[src/rtl/pipe_elastic_stage_if.sv]
`default_nettype none
// +--------------------------------------------------------------------------+
// | pipe_elastic_stage_if : valid/ready/data handshake bundle                |
// | Rev 1.0                                                                  |
// +--------------------------------------------------------------------------+
interface pipe_elastic_stage_if #(
  parameter int WIDTH = 64
);
  logic             valid;
  logic             ready;
  logic [WIDTH-1:0] data;

  modport master (output valid, output data, input ready);
  modport slave  (input valid, input data, output ready);
endinterface
`default_nettype wire

[src/rtl/pipe_elastic_stage.sv]
`default_nettype none
// +--------------------------------------------------------------------------+
// | pipe_elastic_stage : DEPTH-entry circular-buffer elastic pipeline stage  |
// | Rev 1.0                                                                  |
// +--------------------------------------------------------------------------+
module pipe_elastic_stage #(
  parameter  int WIDTH = 64,
  parameter  int DEPTH = 2,
  localparam int CW    = $clog2(DEPTH + 1)
) (
  input  logic                 clk,
  input  logic                 reset,
  input  logic                 flush,
  pipe_elastic_stage_if.slave  up,
  pipe_elastic_stage_if.master dn,
  output logic [CW-1:0]        count
);

  localparam int            PW       = (DEPTH > 1) ? $clog2(DEPTH) : 1;
  localparam logic [PW-1:0] LAST_PTR = PW'(DEPTH - 1);
  localparam logic [CW-1:0] FULL_CNT = CW'(DEPTH);

  logic [WIDTH-1:0] mem_q [DEPTH];
  logic [WIDTH-1:0] mem_d [DEPTH];
  logic [PW-1:0]    wr_ptr_q, wr_ptr_d;
  logic [PW-1:0]    rd_ptr_q, rd_ptr_d;
  logic [CW-1:0]    cnt_q, cnt_d;
  logic             push;
  logic             pop;

  // Handshake outputs depend only on registered occupancy: no out_ready->in_ready path.
  assign up.ready = (cnt_q != FULL_CNT);
  assign dn.valid = (cnt_q != '0);
  assign dn.data  = mem_q[rd_ptr_q];
  assign count    = cnt_q;

  assign push = up.valid & up.ready;
  assign pop  = dn.valid & dn.ready;

  always_comb begin
    mem_d    = mem_q;
    wr_ptr_d = wr_ptr_q;
    rd_ptr_d = rd_ptr_q;
    cnt_d    = cnt_q;
    if (flush) begin
      wr_ptr_d = '0;
      rd_ptr_d = '0;
      cnt_d    = '0;
    end else begin
      if (push) begin
        mem_d[wr_ptr_q] = up.data;
        wr_ptr_d        = (wr_ptr_q == LAST_PTR) ? '0 : wr_ptr_q + 1'b1;
      end
      if (pop) begin
        rd_ptr_d = (rd_ptr_q == LAST_PTR) ? '0 : rd_ptr_q + 1'b1;
      end
      case ({push, pop})
        2'b10:   cnt_d = cnt_q + 1'b1;
        2'b01:   cnt_d = cnt_q - 1'b1;
        default: cnt_d = cnt_q;
      endcase
    end
  end

  always_ff @(posedge clk) begin
    if (reset) begin
      mem_q    <= '{default: '0};
      wr_ptr_q <= '0;
      rd_ptr_q <= '0;
      cnt_q    <= '0;
    end else begin
      mem_q    <= mem_d;
      wr_ptr_q <= wr_ptr_d;
      rd_ptr_q <= rd_ptr_d;
      cnt_q    <= cnt_d;
    end
  end

endmodule
`default_nettype wire

[src/flat_wrapper.sv]
// flat-port wrapper written by rule: the top's interface ports become plain ports
module pipe_elastic_stage_flat 
#(
  parameter  int WIDTH = 64,
  parameter  int DEPTH = 2,
  localparam int CW    = $clog2(DEPTH + 1)
)
  (clk, reset, flush, count, up_valid, up_data, up_ready, dn_valid, dn_data, dn_ready);
  pipe_elastic_stage_if #(.WIDTH(WIDTH)) up_i ();
  pipe_elastic_stage_if #(.WIDTH(WIDTH)) dn_i ();
  input  logic clk;
  input  logic reset;
  input  logic flush;
  output logic [CW-1:0] count;
  input wire logic [$bits(up_i.valid)-1:0] up_valid;
  input wire logic [$bits(up_i.data)-1:0] up_data;
  output wire logic [$bits(up_i.ready)-1:0] up_ready;
  output wire logic [$bits(dn_i.valid)-1:0] dn_valid;
  output wire logic [$bits(dn_i.data)-1:0] dn_data;
  input wire logic [$bits(dn_i.ready)-1:0] dn_ready;
  assign up_i.valid = up_valid;
  assign up_i.data = up_data;
  assign up_ready = up_i.ready;
  assign dn_valid = dn_i.valid;
  assign dn_data = dn_i.data;
  assign dn_i.ready = dn_ready;
  pipe_elastic_stage #(.WIDTH(WIDTH), .DEPTH(DEPTH)) u_core (.clk(clk), .reset(reset), .flush(flush), .up(up_i), .dn(dn_i), .count(count));
endmodule
[config.mk]
export PLATFORM = sky130hd
export DESIGN_NAME = pipe_elastic_stage_flat
export DESIGN_NICKNAME = d
export VERILOG_FILES = /design/src/rtl/pipe_elastic_stage_if.sv /design/src/rtl/pipe_elastic_stage.sv /design/src/flat_wrapper.sv
export SDC_FILE = /design/constraint.sdc
export NUM_CORES = 1
export LEC_CHECK = 0
export CAP_MARGIN = 20
export CORE_UTILIZATION = 55
export CTS_CLUSTER_SIZE = 10
export DETAILED_ROUTE_END_ITERATION = 12
export HOLD_SLACK_MARGIN = 0.15
export PLACE_DENSITY = 0.86
export REMOVE_ABC_BUFFERS = 1
export SYNTH_ARGS = -nofsm -noshare
export SYNTH_HDL_FRONTEND = slang
export SYNTH_SLANG_ARGS = --single-unit
[constraint.sdc]
create_clock -name clk -period 3.05 [get_ports clk]
set_input_delay 0.305 -clock clk [delete_from_list [all_inputs] [get_ports clk]]
set_output_delay 0.305 -clock clk [all_outputs]
set_load 0.005 [all_outputs]
==> results.sh <==
export IMPL_setup_viol=0
export IMPL_cp_startpoint="u_core.rd_ptr_q"
export IMPL_reg2reg_to="u_core.mem_q[47]"
export IMPL_fillers=773
export IMPL_synth_distinct_cells=23
export IMPL_fin_skew_ps=5.55
export IMPL_ir_drop_uv=365
export IMPL_netlist_area_leader_share_pct=42.4
export IMPL_worstHoldStart="u_core.mem_q[106]"
export IMPL_root_buffer="clkbuf_16"
export IMPL_drt_first_iter_violations=186
export IMPL_status="finished clean"
export IMPL_numCtsBuffers=17
export IMPL_multi_input_area_um2=3350
export IMPL_drcViolationCount=0
export IMPL_synth_edf_count=0
export IMPL_dp_slack_ps=754
export IMPL_die_w_um=108
export IMPL_min_period_over_period_pct=83.4
export IMPL_layoutNonFillerInstCount=855
export IMPL_via_per_inst=5.15
export IMPL_place_hpwl_um=8720
export IMPL_nets=772
export IMPL_ys_seq_area_share_pct=42.4
export IMPL_synth_area_leaders="dfxtp_1 (42%), mux2i_1 (21%), nand2b_1 (19%), mux2_2 (12%), clkbuf_1 (1.4%)"
export IMPL_rows=38
export IMPL_clk_latency_ps=410
export IMPL_design_portCount=137
export IMPL_antenna_found_initial=0
export IMPL_register_area_um2=2640
export IMPL_synth_seq_cells=132
export IMPL_synthArstFlopShare_pct=0
export IMPL_drtPass1Iterations=4
export IMPL_syn_area_um2=6230
export IMPL_synth_simple_area_share_pct=20.4
export IMPL_portBuffers=136
export IMPL_r2r_start="u_core.wr_ptr_q"
export IMPL_fmax_mhz=393
export IMPL_synthXorXnorAreaFrac_pct=0.422
export IMPL_grt_max_degree=104
export IMPL_cp_required_ps=2740
export IMPL_synthTopCellsByCount="nand2b_1 (192), dfxtp_1 (132), mux2i_1 (128)"
export IMPL_grt_pass1_wl_um=21700
export IMPL_worstSetupPathType="register to primary output"
export IMPL_slew_violations=0
export IMPL_post_cts_repair_setup_buffers=0
export IMPL_worst_path_max_fanout=25
export IMPL_wl_per_cell_um=15.7
export IMPL_cts_max_path_buffers=2
export IMPL_core_area_um2=10900
export IMPL_synthCells=582
export IMPL_timing_hold_ws_ps=471
export IMPL_ctsHoldBuffers=0
export IMPL_num_antenna_cells=0
export IMPL_path_clk_slew_ps=50
export IMPL_hold_end="u_core.mem_q[106]"
export IMPL_syn_avg_cell_area_um2=10.7
export IMPL_finalCriticalPeriod_ps=2540
export IMPL_reg2reg_setup_slack_ps=1180
export IMPL_reg2reg_depth=4
export IMPL_htreeDepth=4
export IMPL_clkSinkCount=132
export IMPL_synth_most_common_cell="nand2b_1"
export IMPL_cp_end_kind="primary output"
export IMPL_ant_nets=0
export IMPL_die_area_um2=11800
export IMPL_crit_path_start_kind="register"
export IMPL_synth_adder_area_share_pct=0.201
export IMPL_hold_class="register to register"
export IMPL_grt_overflow_total=0
export IMPL_max_cap_violations=0
export IMPL_setup_ws_ps=508
export IMPL_routed_wl_um=13500
export IMPL_grt_pass1_vias=4593
export IMPL_totalPowerFinal_uw=4550
export IMPL_finalHoldViolCount=0
export IMPL_grt_total_usage_pct=24.0
export IMPL_synth_top_family_by_area="multiplexers"
export IMPL_rsz0062_at_grt="no"
export IMPL_muxShareOfSynthArea_pct=32.1
export IMPL_maxSlewHeadroom_pct=51.1
export IMPL_worst_slew_pin_slew_ps=734
export IMPL_power_density_nw_per_um2=548
export IMPL_cts_repair_resized=0
export IMPL_die_h_um=108
export IMPL_synth_compound_area_share_pct=0.442
export IMPL_ys_warn_count=0
export IMPL_synth_top_area_cell="dfxtp_1"
export IMPL_hold_depth=2
export IMPL_cts_tree="built"
export IMPL_critPathArrivalTime_ps=2240
export IMPL_dp_cells=823
export IMPL_areaGrowthSynthToFinish_pct=33.3
export IMPL_synth_flop_cell="dfxtp_1"
export IMPL_vias=4406
export IMPL_p_leak_uw=0.00343
export IMPL_initial_core_util_pct=57.0
export IMPL_gp_congestion=0.735
export IMPL_drive_gt1_share_pct=15.4
-- report_power, final --
part	switching, µW	internal, µW
clock network	718	1530
registers	34.5	1780
logic	177	305
total	930	3620
-- area by class of cell --
| class | instances | area share [%] |
|---|---|---|
| Clock buffer | 22 | 5.83 |
| Clock inverter | 10 | 2.11 |
| Inverter | 3 | 0.136 |
| Multi-Input combinational cell | 405 | 40.4 |
| Sequential cell | 132 | 31.8 |
| Tap cell | 140 | 2.11 |
| Timing Repair Buffer | 143 | 17.6 |
-- per-layer routing --
metal  share of wire (%)  vias to the layer above  track usage, %
met1                  44                     2087            27.5
met2                  49                      111            41.5
met5                   0                        -               0
met4                 1.2                        0            8.78
met3                 6.2                       15            7.90
li1                    -                     2193               -
-- worst max-delay path, cell delays in order (launching register included) --
cell and delay [ps]:
dfxtp_2 710, buf_12 270, mux2_2 360, clkdlybuf4s50_1 480
-- logic make-up (layout without fill, tap and decap cells) --
| group | count (synthesis) | in the layout |
|---|---|---|
| mux | 192 | 192 |
| flops | 132 | 132 |
| fa+ha+maj | 1 | 1 |
| xor+xnor | 3 | 3 |
| simple gates | 204 | 204 |
| compound gates | 5 | 5 |
| buf+inv | 45 | 178 |
-- sequential cells by signal (all words and copies together) (netlist names) --
register,flops
u_core.rd_ptr_q,1
u_core.mem_q,128
u_core.wr_ptr_q,1
u_core.count,2
-- cells in the final DEF (no fill, tap or decap), drive strengths merged, types with 2 or more instances in the layout --
cell type / instances
a21oi: 2
buf: 8
bufinv: 5
clkbuf: 22
clkdlybuf4s50: 135
clkinv: 5
dfxtp: 132
inv: 3
mux2: 64
mux2i: 128
nand2b: 192
nor2: 2
nor4: 2
o21ai: 2
or2: 2
or4: 2
xnor2: 2
-- worst max path at each step --
| stage | to |
|---|---|
| after floorplan | u_core.mem_q[100] |
| after global placement | u_core.mem_q[34] |
| after detailed placement | u_core.mem_q[47] |
| after CTS | dn_data[28] |
| after global routing | dn_data[58] |
| final | dn_data[28] |
-- metrics by stage --
step           setup TNS (ps)  area, µm²  utilization (%)
2_1_floorplan         -158490       5990                -
3_3_place_gp                0       7650             69.9
3_5_place_dp                0       7650             69.9
4_1_cts                     0       8310             75.9
5_1_grt                     0       8310             75.9
6_report                    0       8310             75.9
Power figures use the tool's default switching activity.
